==> src/rtl/serial_operand_loader_if.sv <==
// Operand-pair bus between the bit-serial front end and the multiplier stage.
// Latency: n/a (wiring only); carries serial input, frame control and the output pair.
// Backpressure: VALID/READY on the pair; a pair arriving while one is held is dropped (OVF).
interface serial_operand_loader_if #(
    parameter int WIDTH = 32
);
    logic             SIN;
    logic             SEN;
    logic             SYNC;
    logic [WIDTH-1:0] A_OUT;
    logic [WIDTH-1:0] B_OUT;
    logic             VALID;
    logic             READY;
    logic             OVF;
    logic             OVF_CLR;

    // Upstream/downstream side: drives the stream and READY, observes the pair.
    modport master (
        output SIN, SEN, SYNC, READY, OVF_CLR,
        input  A_OUT, B_OUT, VALID, OVF
    );

    // Loader side.
    modport slave (
        input  SIN, SEN, SYNC, READY, OVF_CLR,
        output A_OUT, B_OUT, VALID, OVF
    );
endinterface

==> src/rtl/serial_operand_loader.sv <==
// Assembles an LSB-first serial stream into {A, B} operand pairs for the multiplier.
// Latency: VALID rises on the edge that samples the last bit of B (visible the cycle after).
// Backpressure: pair held until VALID&&READY; a completed pair that cannot be loaded is dropped and OVF set.
module serial_operand_loader #(
    parameter int WIDTH = 32
) (
    input  logic                    CLK,
    input  logic                    RESET_N,
    serial_operand_loader_if.slave  bus
);
    localparam int CW = (WIDTH > 2) ? $clog2(WIDTH) : 1;
    localparam logic [CW-1:0] LAST = CW'(WIDTH - 1);

    typedef enum logic {COLLECT_A = 1'b0, COLLECT_B = 1'b1} state_t;

    state_t           state_q, state_d;
    logic [WIDTH-1:0] sreg_q, sreg_d;
    logic [CW-1:0]    cnt_q, cnt_d;
    logic [WIDTH-1:0] a_stage_q, a_stage_d;
    logic [WIDTH-1:0] a_out_q, a_out_d;
    logic [WIDTH-1:0] b_out_q, b_out_d;
    logic             valid_q, valid_d;
    logic             ovf_q, ovf_d;
    logic [WIDTH-1:0] word;
    logic             pair_done;
    logic             drop;

    // The word completing this cycle includes the bit being sampled right now.
    assign word = {bus.SIN, sreg_q[WIDTH-1:1]};

    // Next-state: framing FSM, output-register load/consume, sticky overflow.
    always_comb begin
        state_d   = state_q;
        sreg_d    = sreg_q;
        cnt_d     = cnt_q;
        a_stage_d = a_stage_q;
        a_out_d   = a_out_q;
        b_out_d   = b_out_q;
        valid_d   = valid_q;
        pair_done = 1'b0;
        drop      = 1'b0;

        if (bus.SYNC) begin
            // Restart framing; a bit sampled alongside SYNC is bit 0 of a fresh A.
            state_d   = COLLECT_A;
            a_stage_d = '0;
            cnt_d     = '0;
            if (bus.SEN) begin
                sreg_d = word;
                cnt_d  = CW'(1);
            end
        end else if (bus.SEN) begin
            sreg_d = word;
            if (cnt_q == LAST) begin
                cnt_d = '0;
                if (state_q == COLLECT_A) begin
                    a_stage_d = word;
                    state_d   = COLLECT_B;
                end else begin
                    state_d   = COLLECT_A;
                    pair_done = 1'b1;
                end
            end else begin
                cnt_d = cnt_q + CW'(1);
            end
        end

        if (pair_done) begin
            // Load is allowed if the register is empty or being drained this same cycle.
            if (!valid_q || bus.READY) begin
                a_out_d = a_stage_q;
                b_out_d = word;
                valid_d = 1'b1;
            end else begin
                drop = 1'b1;
            end
        end else if (valid_q && bus.READY) begin
            valid_d = 1'b0;
        end

        // A drop in the same cycle as a clear keeps the flag set.
        ovf_d = drop ? 1'b1 : (bus.OVF_CLR ? 1'b0 : ovf_q);
    end

    // State registers with asynchronous active-low reset.
    always_ff @(posedge CLK or negedge RESET_N) begin
        if (!RESET_N) begin
            state_q   <= COLLECT_A;
            sreg_q    <= '0;
            cnt_q     <= '0;
            a_stage_q <= '0;
            a_out_q   <= '0;
            b_out_q   <= '0;
            valid_q   <= 1'b0;
            ovf_q     <= 1'b0;
        end else begin
            state_q   <= state_d;
            sreg_q    <= sreg_d;
            cnt_q     <= cnt_d;
            a_stage_q <= a_stage_d;
            a_out_q   <= a_out_d;
            b_out_q   <= b_out_d;
            valid_q   <= valid_d;
            ovf_q     <= ovf_d;
        end
    end

    assign bus.A_OUT = a_out_q;
    assign bus.B_OUT = b_out_q;
    assign bus.VALID = valid_q;
    assign bus.OVF   = ovf_q;
endmodule

==> src/flat_wrapper.sv <==
// flat-port wrapper written by rule: the top's interface ports become plain ports
module serial_operand_loader_flat 
#(
    parameter int WIDTH = 32
)
  (CLK, RESET_N, bus_SIN, bus_SEN, bus_SYNC, bus_READY, bus_OVF_CLR, bus_A_OUT, bus_B_OUT, bus_VALID, bus_OVF);
  serial_operand_loader_if #(.WIDTH(WIDTH)) bus_i ();
  input  logic CLK;
  input  logic RESET_N;
  input wire logic [$bits(bus_i.SIN)-1:0] bus_SIN;
  input wire logic [$bits(bus_i.SEN)-1:0] bus_SEN;
  input wire logic [$bits(bus_i.SYNC)-1:0] bus_SYNC;
  input wire logic [$bits(bus_i.READY)-1:0] bus_READY;
  input wire logic [$bits(bus_i.OVF_CLR)-1:0] bus_OVF_CLR;
  output wire logic [$bits(bus_i.A_OUT)-1:0] bus_A_OUT;
  output wire logic [$bits(bus_i.B_OUT)-1:0] bus_B_OUT;
  output wire logic [$bits(bus_i.VALID)-1:0] bus_VALID;
  output wire logic [$bits(bus_i.OVF)-1:0] bus_OVF;
  assign bus_i.SIN = bus_SIN;
  assign bus_i.SEN = bus_SEN;
  assign bus_i.SYNC = bus_SYNC;
  assign bus_i.READY = bus_READY;
  assign bus_i.OVF_CLR = bus_OVF_CLR;
  assign bus_A_OUT = bus_i.A_OUT;
  assign bus_B_OUT = bus_i.B_OUT;
  assign bus_VALID = bus_i.VALID;
  assign bus_OVF = bus_i.OVF;
  serial_operand_loader #(.WIDTH(WIDTH)) u_core (.CLK(CLK), .RESET_N(RESET_N), .bus(bus_i));
endmodule
==> config.mk <==
export PLATFORM = sky130hd
export DESIGN_NAME = serial_operand_loader_flat
export DESIGN_NICKNAME = d
export VERILOG_FILES = /design/src/rtl/serial_operand_loader_if.sv /design/src/rtl/serial_operand_loader.sv /design/src/flat_wrapper.sv
export SDC_FILE = /design/constraint.sdc
export NUM_CORES = 1
export LEC_CHECK = 0
export ABC_AREA = 1
export CELL_PAD_IN_SITES_DETAIL_PLACEMENT = 2
export CELL_PAD_IN_SITES_GLOBAL_PLACEMENT = 2
export CORE_AREA = 2 2 92 183
export CTS_CLUSTER_DIAMETER = 60
export DETAILED_ROUTE_END_ITERATION = 6
export DIE_AREA = 0 0 94 185
export PLACE_DENSITY = 0.8
export SYNTH_ARGS = -nofsm -noshare
export SYNTH_HDL_FRONTEND = slang
export SYNTH_SLANG_ARGS = --single-unit
export TNS_END_PERCENT = 100
==> constraint.sdc <==
create_clock -name CLK -period 2 [get_ports CLK]
set_input_delay 0.4 -clock CLK [delete_from_list [all_inputs] [get_ports CLK]]
set_output_delay 0.4 -clock CLK [all_outputs]
set_load 0.01 [all_outputs]
==> results of run 1 <==
==> worst register-to-register path, cell delays in order, from the launching register on <==
cell	delay, ns
sky130_fd_sc_hd__dfrtp_1	0.37
sky130_fd_sc_hd__ha_2	0.20
sky130_fd_sc_hd__nand2_1	0.09
sky130_fd_sc_hd__nor2_1	0.13
sky130_fd_sc_hd__ha_2	0.22
sky130_fd_sc_hd__nand2_2	0.06
sky130_fd_sc_hd__inv_2	0.06
sky130_fd_sc_hd__buf_4	0.12
sky130_fd_sc_hd__nand3_2	0.13
sky130_fd_sc_hd__buf_12	0.20
sky130_fd_sc_hd__nand2_1	0.15
sky130_fd_sc_hd__nand2_1	0.08
==> kinds of logic after synthesis <==
group	Yosys count
flops	135
compound gates	42
fa+ha+maj	2
buf+inv	67
simple gates	338
==> worst min-delay path by stage <==
stage / depth (start not counted) / to
after detailed placement: 1 / u_core.bus.A_OUT[24]
after global placement: 1 / u_core.bus.B_OUT[20]
after CTS: 2 / u_core.a_stage_q[23]
final: 2 / u_core.bus.A_OUT[13]
after global routing: 2 / u_core.bus.A_OUT[17]
after floorplan: 0 / u_core.a_stage_q[0]
==> cell type report <==
type	count	area (µm²)
multi-input cells	382	1551
repair buffers	98	1085
fillers	1754	9087
clock buffers	19	432.9
clock inverters	12	155.1
inverters	42	157.7
flip-flops and latches	135	3378
well taps	204	255.2
==> routing by layer <==
metal	vias up	track usage, %	part of all wire (%)
li1	1946	-	-
met1	2196	20.79	40
met2	95	33.23	54
met3	36	2.970	2.4
met4	0	7.652	3.1
met5	-	0	0
==> power by group through the flow <==
stage | registers, µW | logic (µW) | clock network [µW]
2_1_floorplan | 2960 | 112 | 0
3_3_place_gp | 3000 | 226 | 0
3_5_place_dp | 3010 | 246 | 0
4_1_cts | 2970 | 259 | 3220
5_1_grt | 2980 | 294 | 3350
6_report | 2970 | 254 | 3170
==> registers in the layout (all words and copies together), names as in the netlist <==
signal	flops
u_core.bus.A_OUT	32
u_core.bus.B_OUT	32
u_core.sreg_q	31
u_core.bus.OVF	1
u_core.state_q	1
u_core.bus.VALID	1
u_core.cnt_q	5
u_core.a_stage_q	32
==> per-stage QoR <==
step	hold WS (ns)	instance area (µm²)
finish	0.4694	7015
floorplan	0.1044	5205
global route	0.4916	7015
CTS	0.4761	6908
global placement	0.3504	6310
detailed placement	0.3553	6310
==> repair_timing <==
action | CTS | global route
hold endpoints to repair | 40 | 0
hold buffers | 1 | 0
buffers inserted | 0 | 2
setup endpoints to repair | 0 | 24
gates resized for setup | 0 | 2
==> synthesized netlist by cell type <==
master | instances | area, µm²
sky130_fd_sc_hd__dfrtp_1 | 135 | 3378
sky130_fd_sc_hd__clkbuf_1 | 9 | 33.78
sky130_fd_sc_hd__a21o_1 | 1 | 7.510
sky130_fd_sc_hd__nor3_2 | 1 | 10.01
sky130_fd_sc_hd__inv_1 | 39 | 146.4
sky130_fd_sc_hd__o21ai_1 | 10 | 50.05
sky130_fd_sc_hd__ha_1 | 2 | 25.02
sky130_fd_sc_hd__clkinv_1 | 1 | 3.750
sky130_fd_sc_hd__a21oi_1 | 2 | 10.01
sky130_fd_sc_hd__nor2_4 | 1 | 11.26
sky130_fd_sc_hd__nand2_2 | 1 | 6.260
sky130_fd_sc_hd__nand3_2 | 1 | 10.01
sky130_fd_sc_hd__buf_4 | 6 | 45.04
sky130_fd_sc_hd__o21ai_0 | 27 | 135.1
sky130_fd_sc_hd__nand2_1 | 322 | 1209
sky130_fd_sc_hd__nand3_1 | 5 | 25.02
sky130_fd_sc_hd__buf_2 | 10 | 50.05
sky130_fd_sc_hd__o22ai_1 | 1 | 6.260
sky130_fd_sc_hd__inv_2 | 2 | 7.510
sky130_fd_sc_hd__nor2_1 | 7 | 26.28
sky130_fd_sc_hd__o21ai_2 | 1 | 8.760
==> impl_metrics.env, run 1 <==
export IMPL_run_status="complete, no violations"
export IMPL_maxCapViolCount=0
export IMPL_worst_path_dominant_cell_family="simple AND/OR/NAND/NOR gates"
export IMPL_rr_startpoint="u_core.cnt_q[0]"
export IMPL_max_freq_ghz=0.5187
export IMPL_route_detailed_wl_per_inst_um=17.18
export IMPL_vias_in_the_first_global_route=4837
export IMPL_synth_warnings=0
export IMPL_worstHoldPathType="reg -> reg"
export IMPL_timing_critical_path_arrival_ns=2.23
export IMPL_fin_total_pwr_uw=6388
export IMPL_fin_max_slew_vios=0
export IMPL_grt_max_degree=54
export IMPL_detailed_route_iter0_violations=140
export IMPL_combinationalPowerShare_pct=4.0
export IMPL_leakage_uw=0.003532
export IMPL_most_frequent_standard_cell_in_the_layout_excluding_fill_and_tap_cells="sky130_fd_sc_hd__nand2_1"
export IMPL_total_power_divided_by_cell_area_mw_per_mm2=910.5
export IMPL_die_y_um=185
export IMPL_tightestPinTransition_ns=0.4312
export IMPL_insertedDiodeCount=0
export IMPL_post_route_min_period_ns=1.928
export IMPL_criticalPathCategory="reg -> reg"
export IMPL_clock_tree_from_tritoncts="built"
export IMPL_synth_fa_ha_area_share_pct=0.4808
export IMPL_setup_slack_ns=0.07220
export IMPL_setup_worst_path_start="u_core.cnt_q[0]"
export IMPL_cts_made_buffers=17
export IMPL_most_prevalent_standard_cell_on_the_critical_path="sky130_fd_sc_hd__nand2_1"
export IMPL_io_pin_count=73
export IMPL_clock_tree_root_cell="sky130_fd_sc_hd__clkbuf_16"
export IMPL_r2r_slack_ns=0.07
export IMPL_nNetsFinal=685
export IMPL_postSynthNetCount=593
export IMPL_total_switching_power_uw=1523
export IMPL_die_area_mm2=0.01739
export IMPL_synth_seq_area_share_pct=64.90
export IMPL_slew_limit_headroom_pct=71.25
export IMPL_worst_r2r_endpoint="u_core.bus.B_OUT[29]"
export IMPL_synth_avg_cell_area_um2=8.913
export IMPL_post_synth_and_or_nand_nor_area_fraction_pct=24.93
export IMPL_initial_antenna_violation_count=0
export IMPL_cell_count_of_the_worst_reg_to_reg_path=11
export IMPL_layoutNonFillerInstCount=892
export IMPL_wl_um=15320
export IMPL_worst_path_buf_inv=3
export IMPL_detail_route_drc_violations=0
export IMPL_layout_area_overhead_vs_synth_pct=34.78
export IMPL_core_area_mm2=0.01610
export IMPL_cts_path_max_buffers=2
export IMPL_period_share_pct=96.39
export IMPL_timing_critical_path_cells="ha_2, nand2_1, nor2_1, ha_2, nand2_2, inv_2, buf_4, nand3_2, buf_12, nand2_1, nand2_1"
export IMPL_worst_path_max_fanout=41
export IMPL_combinational_family_with_the_most_area_after_synthesis="simple AND/OR/NAND/NOR gates"
export IMPL_setup_viol_count_final=0
export IMPL_share_seq_of_total_power_pct=46.4
export IMPL_mappedNetlistArea_mm2=0.005205
export IMPL_mostFrequentLayoutCells="322 x sky130_fd_sc_hd__nand2_1, 135 x sky130_fd_sc_hd__dfrtp_1, 71 x sky130_fd_sc_hd__clkdlybuf4s50_1"
export IMPL_finalWeightedCongestion=0.7350
export IMPL_max_stage_delay_ns=0.37
export IMPL_dpl_hpwl_um=9095
export IMPL_placement_io_buffers=72
export IMPL_final_setup_tns_ns=0
export IMPL_global_route_overflow_total=0
export IMPL_clock_latency_ns=0.43
export IMPL_yosys_register_bits=135
export IMPL_min_from="u_core.bus.A_OUT[13]"
export IMPL_grt_use_total_pct=18.27
export IMPL_critPathCapture="u_core.bus.B_OUT[29]"
export IMPL_synth_distinct_cells=21
export IMPL_critical_path_depth=11
export IMPL_numPlacedInstances=855
export IMPL_finish_utilization_pct=43.57
export IMPL_timing_critical_path_from_type="register"
export IMPL_htree_num_levels=4
export IMPL_grt_first_pass_wirelength_um=24540
export IMPL_routed_via_count=4273
export IMPL_internal_power_uw=4864
export IMPL_vdd_drop_max_v=0.0006485
export IMPL_drt_first_pass_iters=5
export IMPL_power_switching_fraction_pct=23.85
export IMPL_synth_compound_area_share_pct=4.183
export IMPL_clock_power_share_pct=49.6
export IMPL_cp_required_ns=2.30
export IMPL_synth_area_mux_share_pct=0
export IMPL_end_kind="register"
export IMPL_placement_stage_worst_setup_slack_ns=0.05220
export IMPL_final_setup_skew_ns=0.01061
export IMPL_core_rowCount=66
export IMPL_drive_gt1_share_pct=9.302
export IMPL_post_synth_xor_area_fraction_pct=0
export IMPL_timing_hold_violations_final=0
export IMPL_route_detailed_vias_per_inst=4.790
export IMPL_initial_utilization_pct=32.32
export IMPL_die_width_um=94
export IMPL_route_antenna_remaining_nets=0
export IMPL_clk_transition_reported_paths_ns=0.06
export IMPL_post_synth_inst_count=584
export IMPL_clkSinkCount=135
export IMPL_cell_with_the_biggest_individual_delay_on_the_critical_path="sky130_fd_sc_hd__dfrtp_1"
Note: power is estimated with default switching activity, not from simulation.
==> run 2: changes to the inputs <==
--- a/config.mk
+++ b/config.mk
@@ -9,10 +9,10 @@
 export CELL_PAD_IN_SITES_DETAIL_PLACEMENT = 2
 export CELL_PAD_IN_SITES_GLOBAL_PLACEMENT = 2
 export CORE_AREA = 2 2 92 183
-export CTS_CLUSTER_DIAMETER = 60
+export CTS_CLUSTER_DIAMETER = 80
 export DETAILED_ROUTE_END_ITERATION = 6
 export DIE_AREA = 0 0 94 185
-export PLACE_DENSITY = 0.8
+export PLACE_DENSITY_LB_ADDON = 0.1
 export SYNTH_ARGS = -nofsm -noshare
 export SYNTH_HDL_FRONTEND = slang
 export SYNTH_SLANG_ARGS = --single-unit
==> impl_metrics.env, run 2 (synthesis gave the netlist of run 1 again) <==
export IMPL_grt_first_pass_wirelength_um=23790
export IMPL_core_area_mm2=0.01610
export IMPL_max_freq_ghz=0.4969
export IMPL_vias_in_the_first_global_route=4449
export IMPL_clock_tree_root_cell="sky130_fd_sc_hd__clkbuf_16"
export IMPL_layout_area_overhead_vs_synth_pct=39.88
export IMPL_grt_use_total_pct=17.86
export IMPL_die_area_mm2=0.01739
export IMPL_criticalPathCategory="reg -> reg"
export IMPL_slew_limit_headroom_pct=70.73
export IMPL_most_frequent_standard_cell_in_the_layout_excluding_fill_and_tap_cells="sky130_fd_sc_hd__nand2_1"
export IMPL_timing_critical_path_arrival_ns=2.37
export IMPL_initial_antenna_violation_count=0
export IMPL_route_detailed_vias_per_inst=4.676
export IMPL_drive_gt1_share_pct=13.69
export IMPL_leakage_uw=0.003649
export IMPL_mostFrequentLayoutCells="307 x sky130_fd_sc_hd__nand2_1, 135 x sky130_fd_sc_hd__dfrtp_1, 71 x sky130_fd_sc_hd__clkdlybuf4s50_1"
export IMPL_core_rowCount=66
export IMPL_initial_utilization_pct=32.32
export IMPL_dpl_hpwl_um=9029
export IMPL_worstHoldPathType="in -> async"
export IMPL_fin_max_slew_vios=0
export IMPL_detailed_route_iter0_violations=146
export IMPL_die_y_um=185
export IMPL_drt_first_pass_iters=4
export IMPL_cts_made_buffers=17
export IMPL_seqCellArea_mm2=0.003378
export IMPL_clk_transition_reported_paths_ns=0.06
export IMPL_htree_num_levels=4
export IMPL_final_fill_count=1733
export IMPL_multi_input_area_mm2=0.001595
export IMPL_post_route_min_period_ns=2.012
export IMPL_period_share_pct=100.6
export IMPL_detail_route_drc_violations=0
export IMPL_route_antenna_remaining_nets=0
export IMPL_insertedDiodeCount=0
export IMPL_clkSinkCount=135
export IMPL_cp_required_ns=2.36
export IMPL_maxCapViolCount=0
export IMPL_grt_setup_unrepaired="yes"
export IMPL_final_setup_skew_ns=0.006086
export IMPL_timing_hold_violations_final=0
export IMPL_run_status="finished with violations"
export IMPL_clock_tree_from_tritoncts="built"
export IMPL_place_area_mm2=0.006290
export IMPL_violations="negative setup slack"
export IMPL_vdd_drop_max_v=0.0005682
export IMPL_fin_total_pwr_uw=6483
export IMPL_wl_um=16290
export IMPL_end_kind="register"
export IMPL_tightestPinTransition_ns=0.4391
export IMPL_route_detailed_wl_per_inst_um=18.00
export IMPL_die_width_um=94
export IMPL_setup_slack_ns=-0.01250
export IMPL_io_pin_count=73
export IMPL_final_setup_tns_ns=-0.01250
export IMPL_timing_critical_path_from_type="register"
export IMPL_grt_max_degree=46
export IMPL_nNetsFinal=697
export IMPL_finalWeightedCongestion=0.7138
export IMPL_cts_path_max_buffers=2
export IMPL_setup_viol_count_final=1
export IMPL_clock_latency_ns=0.42
export IMPL_placement_io_buffers=72
export IMPL_worst_path_max_fanout=10
export IMPL_total_power_divided_by_cell_area_mw_per_mm2=890.5
export IMPL_global_route_overflow_total=0
export IMPL_routed_via_count=4232
export IMPL_placement_stage_worst_setup_slack_ns=0.1116
export IMPL_post_route_cell_area_mm2=0.007281
run 2: cell count changes in the layout (fill, tap and decap cells not counted), sizes merged:
cell and delta:
clkbuf +5, buf +8, clkinvlp +2, clkinv -3, inv +1
run 2: path summary, 6_finish.rpt:
check                                     start  cells past startpoint  slack (ns)                    to
max in group asynchronous               RESET_N                      3        0.89  u_core.a_stage_q[27]
hold reg to reg            u_core.bus.A_OUT[26]                      2        0.47  u_core.bus.A_OUT[26]
setup reg to reg                u_core.cnt_q[0]                     12       -0.01   u_core.bus.A_OUT[6]
min in group CLK           u_core.bus.A_OUT[26]                      2        0.47  u_core.bus.A_OUT[26]
setup / recovery                u_core.cnt_q[0]                     12       -0.01   u_core.bus.A_OUT[6]
hold / removal                          RESET_N                      2        0.47  u_core.bus.B_OUT[18]
run 2: power by group:
part	internal, µW	leakage, µW	switching (µW)	total [µW]
Sequential	2830	0.00187	141	2970
Clock	2050	0.000294	1210	3260
Combinational	79.2	0.00149	168	248
Total	4970	0.00365	1520	6480
run 2: area by class of cell:
type / count / area share [%]
Timing Repair Buffer: 110 / 17.56
Tap cell: 204 / 3.506
Clock inverter: 12 / 2.045
Inverter: 42 / 2.165
Multi-Input combinational cell: 382 / 21.91
Clock buffer: 20 / 6.410
Sequential cell: 135 / 46.40
run 2: timing repair:
action	in CTS	in global routing
hold endpoints to repair	41	0
setup endpoints to repair	0	90
buffers inserted	0	6
gates resized for setup	0	36
hold buffers	1	0
run 2: per-stage QoR:
stage / util, % / hold WS [ns] / std cells
3_3_place_gp: 39.06 / 0.3575 / 854
5_1_grt: 45.21 / 0.4935 / 905
3_5_place_dp: 39.06 / 0.3559 / 854
2_1_floorplan: - / 0.1044 / 584
4_1_cts: 42.94 / 0.4746 / 887
6_report: 45.21 / 0.4663 / 905
run 2: per-layer routing:
metal / track usage (%) / vias up / share of wire [%]
li1: - / 1977 / -
met1: 22.59 / 2172 / 41
met2: 30.09 / 65 / 54
met3: 3.784 / 18 / 2.2
met4: 6.087 / 0 / 2.0
met5: 0 / - / 0
run 2: critical path: stages, from the launching register on:
cell and delay, ns:
sky130_fd_sc_hd__dfrtp_1 0.39, sky130_fd_sc_hd__ha_2 0.21, sky130_fd_sc_hd__nand2_2 0.06, sky130_fd_sc_hd__nor2_2 0.11
sky130_fd_sc_hd__ha_2 0.21, sky130_fd_sc_hd__nand2_2 0.08, sky130_fd_sc_hd__inv_2 0.07, sky130_fd_sc_hd__nand2_2 0.07
sky130_fd_sc_hd__nor2_4 0.22, sky130_fd_sc_hd__buf_12 0.19, sky130_fd_sc_hd__buf_8 0.16, sky130_fd_sc_hd__nand2_1 0.07
sky130_fd_sc_hd__nand2_1 0.07
